==> src/rtl/fft_pkg.sv <==
// fft_pkg
// Shared types and index helpers for the radix-2 FFT address generator.
//   agu_state_e : frame state (IDLE, LOAD, PROC, OUT)
//   bitrev      : reverse the low nbits of a value
//   rotl        : rotate left within an nbits-wide field
//   tw_keep     : mask selecting the j bits that form the twiddle index
// Helpers work in a MAX_LOG2N-wide container so one set of functions
// serves every legal transform size; callers size-cast in and out.
package fft_pkg;

  localparam int MAX_LOG2N = 10;

  typedef enum logic [1:0] {
    ST_IDLE = 2'd0,
    ST_LOAD = 2'd1,
    ST_PROC = 2'd2,
    ST_OUT  = 2'd3
  } agu_state_e;

  // Reverse the whole container, then slide the reversed field back down.
  function automatic logic [MAX_LOG2N-1:0] bitrev(input logic [MAX_LOG2N-1:0] value,
                                                  input int nbits);
    logic [MAX_LOG2N-1:0] rev;
    rev = {<<{value}};
    return rev >> (MAX_LOG2N - nbits);
  endfunction

  // amount must be below nbits; amount 0 leaves the value unchanged
  // because v >> nbits is zero for an nbits-wide value.
  function automatic logic [MAX_LOG2N-1:0] rotl(input logic [MAX_LOG2N-1:0] value,
                                                input int amount,
                                                input int nbits);
    logic [MAX_LOG2N-1:0] mask;
    logic [MAX_LOG2N-1:0] v;
    mask = {MAX_LOG2N{1'b1}} >> (MAX_LOG2N - nbits);
    v    = value & mask;
    return ((v << amount) | (v >> (nbits - amount))) & mask;
  endfunction

  // j is nbits-1 wide; its low (nbits-1-level) bits are dropped, so at
  // level 0 nothing survives and at the last level all of j survives.
  function automatic logic [MAX_LOG2N-1:0] tw_keep(input int level, input int nbits);
    logic [MAX_LOG2N-1:0] low;
    logic [MAX_LOG2N-1:0] jmask;
    low   = {MAX_LOG2N{1'b1}} >> (MAX_LOG2N - (nbits - 1 - level));
    jmask = {MAX_LOG2N{1'b1}} >> (MAX_LOG2N - (nbits - 1));
    return jmask & ~low;
  endfunction

endpackage

==> src/rtl/fft_agu_seq_if.sv <==
// fft_agu_seq_if
// Bundle between the FFT address generator and its surroundings.
//   master : the address generator (consumes start/in_valid/out_ready,
//            drives state flags, load/read/write/output addressing)
//   slave  : the frame controller / datapath side
// LOG2N must match the LOG2N of the attached fft_agu_seq.
interface fft_agu_seq_if #(
  parameter int LOG2N = 6
);
  localparam int LVL_W = $clog2(LOG2N);

  logic             start;
  logic             in_valid;
  logic             out_ready;

  logic             load;
  logic             processing;
  logic             done;

  logic             load_we;
  logic [LOG2N-1:0] load_addr;

  logic             rd_en;
  logic [LOG2N-1:0] rd_addr_a;
  logic [LOG2N-1:0] rd_addr_b;
  logic             rd_bank;
  logic [LOG2N-2:0] twiddle_addr;
  logic [LVL_W-1:0] fft_level;

  logic             wr_en;
  logic [LOG2N-1:0] wr_addr_a;
  logic [LOG2N-1:0] wr_addr_b;
  logic             wr_bank;

  logic             out_valid;
  logic [LOG2N-1:0] out_addr;
  logic             out_bank;

  modport master (
    input  start, in_valid, out_ready,
    output load, processing, done, load_we, load_addr,
    output rd_en, rd_addr_a, rd_addr_b, rd_bank, twiddle_addr, fft_level,
    output wr_en, wr_addr_a, wr_addr_b, wr_bank,
    output out_valid, out_addr, out_bank
  );

  modport slave (
    output start, in_valid, out_ready,
    input  load, processing, done, load_we, load_addr,
    input  rd_en, rd_addr_a, rd_addr_b, rd_bank, twiddle_addr, fft_level,
    input  wr_en, wr_addr_a, wr_addr_b, wr_bank,
    input  out_valid, out_addr, out_bank
  );

endinterface

==> src/rtl/fft_agu_seq_write_pipe.sv <==
// agu_write_pipe
// Fixed-depth delay line with a per-stage valid bit, used to hold read
// addresses until the butterfly result they belong to is ready.
//   clk, reset : clock and synchronous active-high reset (clears all stages)
//   in_valid   : stage-0 valid
//   in_data    : stage-0 payload (WIDTH bits)
//   out_valid  : valid leaving the last stage, DEPTH cycles later
//   out_data   : payload leaving the last stage
module agu_write_pipe #(
  parameter int WIDTH = 1,
  parameter int DEPTH = 1
) (
  input  logic             clk,
  input  logic             reset,
  input  logic             in_valid,
  input  logic [WIDTH-1:0] in_data,
  output logic             out_valid,
  output logic [WIDTH-1:0] out_data
);

  genvar gi;
  generate
    for (gi = 0; gi < DEPTH; gi++) begin : g_stage
      logic             valid_reg;
      logic [WIDTH-1:0] data_reg;
      logic             valid_next;
      logic [WIDTH-1:0] data_next;

      if (gi == 0) begin : g_head
        assign valid_next = in_valid;
        assign data_next  = in_data;
      end else begin : g_body
        assign valid_next = g_stage[gi-1].valid_reg;
        assign data_next  = g_stage[gi-1].data_reg;
      end

      // Payload is cleared too so write addresses read as zero after reset.
      always_ff @(posedge clk) begin
        if (reset) begin
          valid_reg <= 1'b0;
          data_reg  <= '0;
        end else begin
          valid_reg <= valid_next;
          data_reg  <= data_next;
        end
      end
    end
  endgenerate

  assign out_valid = g_stage[DEPTH-1].valid_reg;
  assign out_data  = g_stage[DEPTH-1].data_reg;

endmodule

==> src/rtl/fft_agu_seq.sv <==
// fft_agu_seq
// Self-sequencing address generator for an in-place radix-2 FFT.
// A frame runs IDLE -> LOAD (bit-reversed sample writes into bank 0)
// -> PROC (LOG2N levels, each N/2 butterfly reads then BFLY_LAT drain
// cycles) -> OUT (natural-order readout) -> IDLE.
//   clk   : sole clock
//   reset : synchronous, active-high
//   bus   : fft_agu_seq_if.master -- start/in_valid/out_ready in;
//           state flags, load, read, twiddle, write-back and output
//           addressing out. Read-side outputs are combinational from
//           registered state; write-back outputs are the read side
//           delayed by BFLY_LAT cycles with the bank inverted.
module fft_agu_seq
  import fft_pkg::*;
#(
  parameter int LOG2N    = 6,
  parameter int BFLY_LAT = 2
) (
  input  logic         clk,
  input  logic         reset,
  fft_agu_seq_if.master bus
);

  localparam int N      = 1 << LOG2N;
  localparam int HALF   = N / 2;
  localparam int LVL_W  = $clog2(LOG2N);
  localparam int J_W    = LOG2N - 1;
  localparam int DC_W   = $clog2(BFLY_LAT + 1);
  localparam int PIPE_W = 2 * LOG2N + 1;

  agu_state_e       state_reg, state_next;
  logic [LOG2N-1:0] count_reg, count_next;   // load count, then output count
  logic [J_W-1:0]   j_reg, j_next;           // butterfly index within a level
  logic [LVL_W-1:0] level_reg, level_next;
  logic             drain_reg, drain_next;   // PROC sub-phase: 0 ISSUE, 1 DRAIN
  logic [DC_W-1:0]  dcnt_reg, dcnt_next;

  logic flag_load, flag_proc, flag_out, rd_issue;

  always_ff @(posedge clk) begin
    if (reset) begin
      state_reg <= ST_IDLE;
      count_reg <= '0;
      j_reg     <= '0;
      level_reg <= '0;
      drain_reg <= 1'b0;
      dcnt_reg  <= '0;
    end else begin
      state_reg <= state_next;
      count_reg <= count_next;
      j_reg     <= j_next;
      level_reg <= level_next;
      drain_reg <= drain_next;
      dcnt_reg  <= dcnt_next;
    end
  end

  always_comb begin
    state_next = state_reg;
    count_next = count_reg;
    j_next     = j_reg;
    level_next = level_reg;
    drain_next = drain_reg;
    dcnt_next  = dcnt_reg;
    flag_load  = 1'b0;
    flag_proc  = 1'b0;
    flag_out   = 1'b0;
    rd_issue   = 1'b0;

    case (state_reg)
      ST_IDLE: begin
        if (bus.start) begin
          state_next = ST_LOAD;
          count_next = '0;
        end
      end

      ST_LOAD: begin
        flag_load = 1'b1;
        if (bus.in_valid) begin
          count_next = count_reg + 1'b1;
          if (count_reg == LOG2N'(N - 1)) begin
            state_next = ST_PROC;
            level_next = '0;
            j_next     = '0;
            drain_next = 1'b0;
            dcnt_next  = '0;
          end
        end
      end

      ST_PROC: begin
        flag_proc = 1'b1;
        if (!drain_reg) begin
          rd_issue = 1'b1;
          j_next   = j_reg + 1'b1;
          if (j_reg == J_W'(HALF - 1)) begin
            drain_next = 1'b1;
            dcnt_next  = '0;
          end
        end else begin
          // The last write of this level lands on the last drain cycle, so
          // the next level's first read can never see stale data.
          dcnt_next = dcnt_reg + 1'b1;
          if (dcnt_reg == DC_W'(BFLY_LAT - 1)) begin
            drain_next = 1'b0;
            j_next     = '0;
            if (level_reg == LVL_W'(LOG2N - 1)) begin
              state_next = ST_OUT;
              count_next = '0;
            end else begin
              level_next = level_reg + 1'b1;
            end
          end
        end
      end

      ST_OUT: begin
        flag_out = 1'b1;
        if (bus.out_ready) begin
          count_next = count_reg + 1'b1;
          if (count_reg == LOG2N'(N - 1)) begin
            state_next = ST_IDLE;
          end
        end
      end

      default: state_next = ST_IDLE;
    endcase
  end

  // Address arithmetic in the package's full-width container.
  logic [MAX_LOG2N-1:0] rev_full, rot_a_full, rot_b_full, tw_full;

  assign rev_full   = bitrev(MAX_LOG2N'(count_reg), LOG2N);
  assign rot_a_full = rotl(MAX_LOG2N'({j_reg, 1'b0}), 32'(level_reg), LOG2N);
  assign rot_b_full = rotl(MAX_LOG2N'({j_reg, 1'b1}), 32'(level_reg), LOG2N);
  assign tw_full    = MAX_LOG2N'(j_reg) & tw_keep(32'(level_reg), LOG2N);

  logic [LOG2N-1:0] rd_a, rd_b;
  logic             rd_bank_c;

  // Addresses are forced to zero outside their phase so idle buses are quiet.
  assign rd_a      = rd_issue ? LOG2N'(rot_a_full) : '0;
  assign rd_b      = rd_issue ? LOG2N'(rot_b_full) : '0;
  assign rd_bank_c = flag_proc & level_reg[0];

  assign bus.load         = flag_load;
  assign bus.processing   = flag_proc;
  assign bus.done         = flag_out;
  assign bus.load_we      = flag_load & bus.in_valid;
  assign bus.load_addr    = flag_load ? LOG2N'(rev_full) : '0;
  assign bus.rd_en        = rd_issue;
  assign bus.rd_addr_a    = rd_a;
  assign bus.rd_addr_b    = rd_b;
  assign bus.rd_bank      = rd_bank_c;
  assign bus.twiddle_addr = rd_issue ? J_W'(tw_full) : '0;
  assign bus.fft_level    = level_reg;
  assign bus.out_valid    = flag_out;
  assign bus.out_addr     = flag_out ? count_reg : '0;
  assign bus.out_bank     = 1'((LOG2N % 2) != 0);

  // Results go to the bank not being read; payload is zeroed on idle
  // slots so the write bus only carries data alongside wr_en.
  logic [PIPE_W-1:0] pipe_in, pipe_out;
  logic              pipe_valid;

  assign pipe_in = rd_issue ? {rd_a, rd_b, ~rd_bank_c} : '0;

  agu_write_pipe #(
    .WIDTH (PIPE_W),
    .DEPTH (BFLY_LAT)
  ) u_write_pipe (
    .clk       (clk),
    .reset     (reset),
    .in_valid  (rd_issue),
    .in_data   (pipe_in),
    .out_valid (pipe_valid),
    .out_data  (pipe_out)
  );

  assign bus.wr_en     = pipe_valid;
  assign bus.wr_addr_a = pipe_out[PIPE_W-1 -: LOG2N];
  assign bus.wr_addr_b = pipe_out[LOG2N -: LOG2N];
  assign bus.wr_bank   = pipe_out[0];

endmodule

==> src/flat_wrapper.sv <==
// flat-port wrapper written by rule: the top's interface ports become plain ports
module fft_agu_seq_flat import fft_pkg::*;
#(
  parameter int LOG2N    = 6,
  parameter int BFLY_LAT = 2
)
  (clk, reset, bus_start, bus_in_valid, bus_out_ready, bus_load, bus_processing, bus_done, bus_load_we, bus_load_addr, bus_rd_en, bus_rd_addr_a, bus_rd_addr_b, bus_rd_bank, bus_twiddle_addr, bus_fft_level, bus_wr_en, bus_wr_addr_a, bus_wr_addr_b, bus_wr_bank, bus_out_valid, bus_out_addr, bus_out_bank);
  fft_agu_seq_if #(.LOG2N(LOG2N)) bus_i ();
  input  logic clk;
  input  logic reset;
  input wire logic [$bits(bus_i.start)-1:0] bus_start;
  input wire logic [$bits(bus_i.in_valid)-1:0] bus_in_valid;
  input wire logic [$bits(bus_i.out_ready)-1:0] bus_out_ready;
  output wire logic [$bits(bus_i.load)-1:0] bus_load;
  output wire logic [$bits(bus_i.processing)-1:0] bus_processing;
  output wire logic [$bits(bus_i.done)-1:0] bus_done;
  output wire logic [$bits(bus_i.load_we)-1:0] bus_load_we;
  output wire logic [$bits(bus_i.load_addr)-1:0] bus_load_addr;
  output wire logic [$bits(bus_i.rd_en)-1:0] bus_rd_en;
  output wire logic [$bits(bus_i.rd_addr_a)-1:0] bus_rd_addr_a;
  output wire logic [$bits(bus_i.rd_addr_b)-1:0] bus_rd_addr_b;
  output wire logic [$bits(bus_i.rd_bank)-1:0] bus_rd_bank;
  output wire logic [$bits(bus_i.twiddle_addr)-1:0] bus_twiddle_addr;
  output wire logic [$bits(bus_i.fft_level)-1:0] bus_fft_level;
  output wire logic [$bits(bus_i.wr_en)-1:0] bus_wr_en;
  output wire logic [$bits(bus_i.wr_addr_a)-1:0] bus_wr_addr_a;
  output wire logic [$bits(bus_i.wr_addr_b)-1:0] bus_wr_addr_b;
  output wire logic [$bits(bus_i.wr_bank)-1:0] bus_wr_bank;
  output wire logic [$bits(bus_i.out_valid)-1:0] bus_out_valid;
  output wire logic [$bits(bus_i.out_addr)-1:0] bus_out_addr;
  output wire logic [$bits(bus_i.out_bank)-1:0] bus_out_bank;
  assign bus_i.start = bus_start;
  assign bus_i.in_valid = bus_in_valid;
  assign bus_i.out_ready = bus_out_ready;
  assign bus_load = bus_i.load;
  assign bus_processing = bus_i.processing;
  assign bus_done = bus_i.done;
  assign bus_load_we = bus_i.load_we;
  assign bus_load_addr = bus_i.load_addr;
  assign bus_rd_en = bus_i.rd_en;
  assign bus_rd_addr_a = bus_i.rd_addr_a;
  assign bus_rd_addr_b = bus_i.rd_addr_b;
  assign bus_rd_bank = bus_i.rd_bank;
  assign bus_twiddle_addr = bus_i.twiddle_addr;
  assign bus_fft_level = bus_i.fft_level;
  assign bus_wr_en = bus_i.wr_en;
  assign bus_wr_addr_a = bus_i.wr_addr_a;
  assign bus_wr_addr_b = bus_i.wr_addr_b;
  assign bus_wr_bank = bus_i.wr_bank;
  assign bus_out_valid = bus_i.out_valid;
  assign bus_out_addr = bus_i.out_addr;
  assign bus_out_bank = bus_i.out_bank;
  fft_agu_seq #(.LOG2N(LOG2N), .BFLY_LAT(BFLY_LAT)) u_core (.clk(clk), .reset(reset), .bus(bus_i));
endmodule
==> config.mk <==
export PLATFORM = sky130hd
export DESIGN_NAME = fft_agu_seq_flat
export DESIGN_NICKNAME = d
export VERILOG_FILES = /design/src/rtl/fft_pkg.sv /design/src/rtl/fft_agu_seq_if.sv /design/src/rtl/fft_agu_seq_write_pipe.sv /design/src/rtl/fft_agu_seq.sv /design/src/flat_wrapper.sv
export SDC_FILE = /design/constraint.sdc
export NUM_CORES = 1
export LEC_CHECK = 0
export CORE_MARGIN = 3
export CORE_UTILIZATION = 38
export CTS_CLUSTER_DIAMETER = 120
export CTS_CLUSTER_SIZE = 40
export DETAILED_ROUTE_END_ITERATION = 8
export PLACE_DENSITY_LB_ADDON = 0.2
export RECOVER_POWER = 50
export SLEW_MARGIN = 20
export SYNTH_ARGS = -nofsm -noshare
export SYNTH_HDL_FRONTEND = slang
export SYNTH_SLANG_ARGS = --single-unit
==> constraint.sdc <==
create_clock -name clk -period 2.1 [get_ports clk]
set_input_delay 0.315 -clock clk [delete_from_list [all_inputs] [get_ports clk]]
set_output_delay 0.315 -clock clk [all_outputs]
set_load 0.005 [all_outputs]
Word-level counts from Yosys, hierarchy flattened
Index checks and enable logic that the tools add are counted.
Widths: inputs -> output; s select.
{"block": "word_totals", "regBits": 47, "inputBits": 5, "out_inout_bits": 54, "elab_cells": 104}
{"block": "classes", "addsub": 7, "n_eq_ne": 18, "n_shift": 5, "n_mux": 47, "bitwise": 8, "n_reduce_logical": 9}
{"operator": "$shr 6x32->6", "n": 2}
{"operator": "$mux 6", "n": 10}
{"operator": "$shr 10x32->5 const A", "n": 1}
{"operator": "$sub 5x32->32 const A", "n": 1}
{"operator": "$mux 5", "n": 5}
{"operator": "$pmux 6 s4", "n": 1}
{"operator": "$mux 2", "n": 11}
{"operator": "$mux 3", "n": 5}
{"operator": "$or 6x6->6", "n": 2}
{"operator": "$reduce_and 6->1", "n": 2}
{"operator": "$shl 6x3->6", "n": 2}
{"operator": "$mux 1", "n": 10}
{"operator": "$ne 2x1->1 const B", "n": 5}
{"operator": "$pmux 5 s2", "n": 1}
{"operator": "$ne 2x2->1 const B", "n": 4}
{"operator": "$pmux 2 s4", "n": 1}
{"operator": "$reduce_and 4->1", "n": 2}
{"operator": "$reduce_and 8->1", "n": 1}
{"operator": "$sub 3x3->4 const A", "n": 2}
{"operator": "$add 6x1->6 const B", "n": 1}
{"operator": "$eq 6x6->1 const B", "n": 1}
{"operator": "$pmux 3 s2", "n": 1}
{"operator": "$add 5x1->5 const B", "n": 1}
{"operator": "$and 5x5->5", "n": 1}
{"operator": "other kinds (17)", "n": 21}

Logic depth before layout (Yosys ltp)
{"block": "depth", "ltp_word": 6, "ltp_mapped": 9, "depth_no_buf": 7}

Cells and area by module
From an unflattened synthesis, not the netlist that was laid out.
{"block": "unflattened", "hier_cells": 336, "hier_area_um2": 2872.8}
{"mod": "fft_agu_seq", "instances": 1, "cells_each": 278, "area_per_inst_um2": 2094.5, "seq_area_each_um2": 380.4}
{"mod": "agu_write_pipe", "instances": 1, "cells_each": 58, "area_per_inst_um2": 778.2, "seq_area_each_um2": 560.5}

Least setup slack after synthesis
No wires, ideal clock.
{"block": "synth_path", "kind": "reg2out", "start": "register u_core.level_reg[0], in the netlist u_core.bus.fft_level[0]", "end": "output bus_rd_addr_a[1]", "t_arrival_ns": 2.091, "required_time_ns": 1.785, "setup_slack_ns": -0.306, "stages_incl_launch_ff": 10, "path_buffers": 3, "cell_sequence": "dfxtp_1 -> buf_2 -> clkinv_1 -> ha_1 -> clkbuf_1 -> clkbuf_1 -> nand4_1 -> a22oi_1 -> a41oi_1 -> nor2_1"}
{"block": "synth_via", "elab_chain_len": 4, "elab_cells_between_ends": 5, "cone_classes": "add/sub: 1; shift: 2; mux: 1; bitwise: 1"}
{"item": "start, declared", "line_no": "fft_agu_seq.sv:34", "rtl": "logic [LVL_W-1:0] level_reg, level_next;"}
{"item": "start signal, assigned", "line_no": "fft_agu_seq.sv:52", "rtl": "level_reg <= level_next;"}
{"item": "$sub 3x3->4", "line_no": "fft_pkg.sv:37", "rtl": "return ((v << amount) | (v >> (nbits - amount))) & mask;"}
{"item": "$shr 6x32->6", "line_no": "fft_pkg.sv:37"}
{"item": "$or 6x6->6 *", "line_no": "fft_pkg.sv:37"}
{"item": "$mux 6 *", "line_no": "fft_agu_seq.sv:144", "rtl": "assign rd_a = rd_issue ? LOG2N'(rot_a_full) : '0;"}
{"item": "end, declared", "line_no": "flat_wrapper.sv:20", "rtl": "output wire logic [$bits(bus_i.rd_addr_a)-1:0] bus_rd_addr_a;"}
Every way passes the cells marked *; elsewhere a longest branch is shown, timed or not.

Worst setup path after layout
{"block": "layout_path", "start": "register u_core.level_reg[1], in the netlist u_core.bus.fft_level[1]", "end": "output bus_rd_addr_a[3]"}
The elaborated chain is that of the path after synthesis.

==> results.json <==
{
  "detail_route.vias_per_cell": 5.26,
  "slew_viol_final": 0,
  "cellInternalPower_mw": 1.85,
  "clk_pin_slew_ns": 0.09,
  "layout-drive-gt1-share_pct": 40.4,
  "area.growth.synth_to_final_pct": 65.2,
  "postPlaceCellArea_um2": 3730,
  "timing.hold.ws_ns": 0.440,
  "global_route_wire_length_before_repair_um": 13400,
  "setup_slack_at_placement_ns": -0.440,
  "slew-limit-headroom_pct": 53.3,
  "timing.critical_path.slowest_stage_cell": "sky130_fd_sc_hd__dfxtp_2",
  "layout.cells.most_common_list": "sky130_fd_sc_hd__buf_4 (82), sky130_fd_sc_hd__dfxtp_1 (44), sky130_fd_sc_hd__nor2_1 (30)",
  "vias_in_the_first_global_route": 2644,
  "worst_slack_ns": -0.318,
  "boundaryPins": 59,
  "fmax_ghz": 0.414,
  "violations_in_the_final_reports": "negative setup slack",
  "num_vias": 2823,
  "dp.final_hpwl_um": 5660,
  "timing.critical_path.required_ns": 1.78,
  "cp_data_arrival_time_ns": 2.10,
  "cts-buffers-inserted": 5,
  "critPathBufInv": 5,
  "grt_overflow_total": 0,
  "power_density_nw_per_um2": 650,
  "gr_util_all_layers_pct": 21.6,
  "die_height_um": 89.3,
  "worst_pin_slew_ns": 0.701,
  "postLayoutCellArea_um2": 4360,
  "antenna_cells_inserted": 0,
  "max-cap-violations": 0,
  "antenna_violations_before_repair": 0,
  "min_path_type": "flip-flop to flip-flop",
  "combinationalPowerShare_pct": 41.5,
  "grt_max_degree": 32,
  "power.clock.fraction_pct": 24.5,
  "netlist-cell-type-count": 56,
  "crit_fanout": 6,
  "worstSetupStartpointType": "flip-flop",
  "finClkSkew_ns": 0.00610,
  "total_switching_power_mw": 0.985,
  "die_width_um": 89.3,
  "endpoint_kind": "output pin",
  "timing.setup.critical_path_class": "flip-flop to output pin",
  "p_seq_share_pct": 34.0,
  "ys_seq_elements": 47,
  "synth_ff_type": "sky130_fd_sc_hd__dfxtp_1",
  "run_status": "finished, violations left",
  "synth-async-reset-ratio_pct": 0,
  "cts_sinks": 47,
  "timing.final.crit_share_pct": 115,
  "crit_path_max_incr_delay_ns": 0.37,
  "worst_ir_drop_vdd_v": 0.000601,
  "htree_num_levels": 2,
  "hold_viol_final": 0,
  "clockRootBuffer": "sky130_fd_sc_hd__clkbuf_8",
  "grt_setup_unrepaired": "true",
  "netSwitchingFraction_pct": 34.8,
  "finalSetupViolations": 16,
  "core_area_um2": 6530,
  "io_buffers": 57,
  "synth.yosys.warnings": 0,
  "worstPathCellList": "buf_12, ha_4, buf_12, nand2b_4, buf_6, and2_4, o211ai_1, buf_4, o21a_1, nor2_1, buf_2",
  "dieArea_um2": 7980,
  "floorplan.initialDensity_pct": 40.4,
  "fp-row-count": 29,
  "worstSkewPairLatency_ns": 0.30,
  "gp_congestion": 0.910,
  "clock_tree.buffer_depth": 2,
  "finalWorstPathRequiredPeriod_ns": 2.42,
  "syn_nets": 342,
  "tritoncts": "built",
  "syn_std_cell_area_um2": 2640,
  "detail_route.iter0.violations": 206,
  "most_common_library_cell_in_the_layout_ignoring_fill_and_taps": "sky130_fd_sc_hd__buf_4",
  "routed_wl_um": 8390,
  "synth-seq-area-share_pct": 35.7,
  "synthesis.area_per_instance_um2": 8.24,
  "worst_path_dominant_cell_family": "buffers and inverters",
  "nNetsFinal": 481,
  "postSynthCellCount": 320,
  "power.static_leakage_nw": 1.85,
  "synth_edf_count": 0,
  "detail_route.wl_per_cell_um": 15.6,
  "drc": 0,
  "drt.antenna.violating_nets": 0,
  "path_common_cell": "sky130_fd_sc_hd__buf_12",
  "drt_first_pass_iters": 4
}
==> kinds of logic after synthesis <==
| logic type | after synthesis | synth area share, % |
|---|---|---|
| simple gates | 140 | 27.7 |
| fa+ha+maj | 17 | 8.06 |
| flops | 47 | 35.7 |
| mux | 7 | 3.65 |
| other cells | 1 | 0.142 |
| compound gates | 72 | 18.8 |
| buf+inv | 34 | 5.36 |
| xor+xnor | 2 | 0.664 |
==> power by group through the flow <==
stage	Combinational [mW]	Clock [mW]	Sequential, mW
finish	1.17	0.692	0.963
global route	1.27	0.738	0.970
CTS	1.11	0.704	0.966
detailed placement	1.04	0	0.981
global placement	1.03	0	0.979
floorplan	0.585	0	0.984
==> area by class of cell <==
type / instances / area, um2
clock inverter: 3 / 46.3
multi-input combinational: 239 / 1850
tap: 77 / 96.3
inverter: 14 / 57.6
clock buffer: 5 / 68.8
fill: 500 / 2170
sequential: 47 / 950
timing repair buffer: 152 / 1290
==> metrics by stage <==
stage	utilization [%]	power, mW	TNS (ns)	std cells
global placement	57.2	2.01	-4.16	501
global route	66.7	2.98	-4.38	537
detailed placement	57.2	2.02	-4.35	501
floorplan	-	1.57	0	320
finish	66.7	2.83	-3.02	537
CTS	65.3	2.78	-2.77	533
==> metal layers <==
layer	share of wire [%]	track usage, %
met2	44	31.5
met5	0	0
met4	1.9	7.85
met1	49	31.0
met3	5.3	5.07
==> what timing repair did <==
action | 4_1_cts | 5_1_grt
hold buffers | 0 | 0
buffers inserted | 24 | 9
gates resized for setup | 122 | 27
pin swaps | 22 | 21
gates cloned | 0 | 0
endpoints found under the setup margin | 28 | 39
==> worst paths after layout <==
path | slack (ns) | cells past startpoint | start | end
max | -0.32 | 11 | u_core.bus.fft_level[1] | bus_rd_addr_a[3]
min | 0.44 | 1 | u_core.u_write_pipe.g_stage[0].data_reg[10] | u_core.u_write_pipe.out_data[10]
max reg2reg | 0.01 | 8 | u_core.bus.fft_level[2] | u_core.count_reg[5]
min reg2reg | 0.44 | 1 | u_core.u_write_pipe.g_stage[0].data_reg[10] | u_core.u_write_pipe.out_data[10]
==> cells in the mapped netlist, types with 5 or more instances <==
cell | number | area share [%]
sky130_fd_sc_hd__dfxtp_1 | 47 | 36
sky130_fd_sc_hd__nor2_1 | 34 | 4.8
sky130_fd_sc_hd__nand2_1 | 24 | 3.4
sky130_fd_sc_hd__a21oi_1 | 19 | 3.6
sky130_fd_sc_hd__nor2b_1 | 19 | 4.5
sky130_fd_sc_hd__and2_1 | 18 | 4.3
sky130_fd_sc_hd__ha_1 | 17 | 8.1
sky130_fd_sc_hd__clkbuf_1 | 12 | 1.7
sky130_fd_sc_hd__inv_1 | 12 | 1.7
sky130_fd_sc_hd__o21ai_0 | 12 | 2.3
sky130_fd_sc_hd__nor3_1 | 10 | 1.9
sky130_fd_sc_hd__nand3_1 | 8 | 1.5
sky130_fd_sc_hd__a31oi_1 | 5 | 1.2
sky130_fd_sc_hd__buf_2 | 5 | 0.95
sky130_fd_sc_hd__or2_2 | 5 | 1.2
No activity file was read; power rests on OpenSTA's default activity.
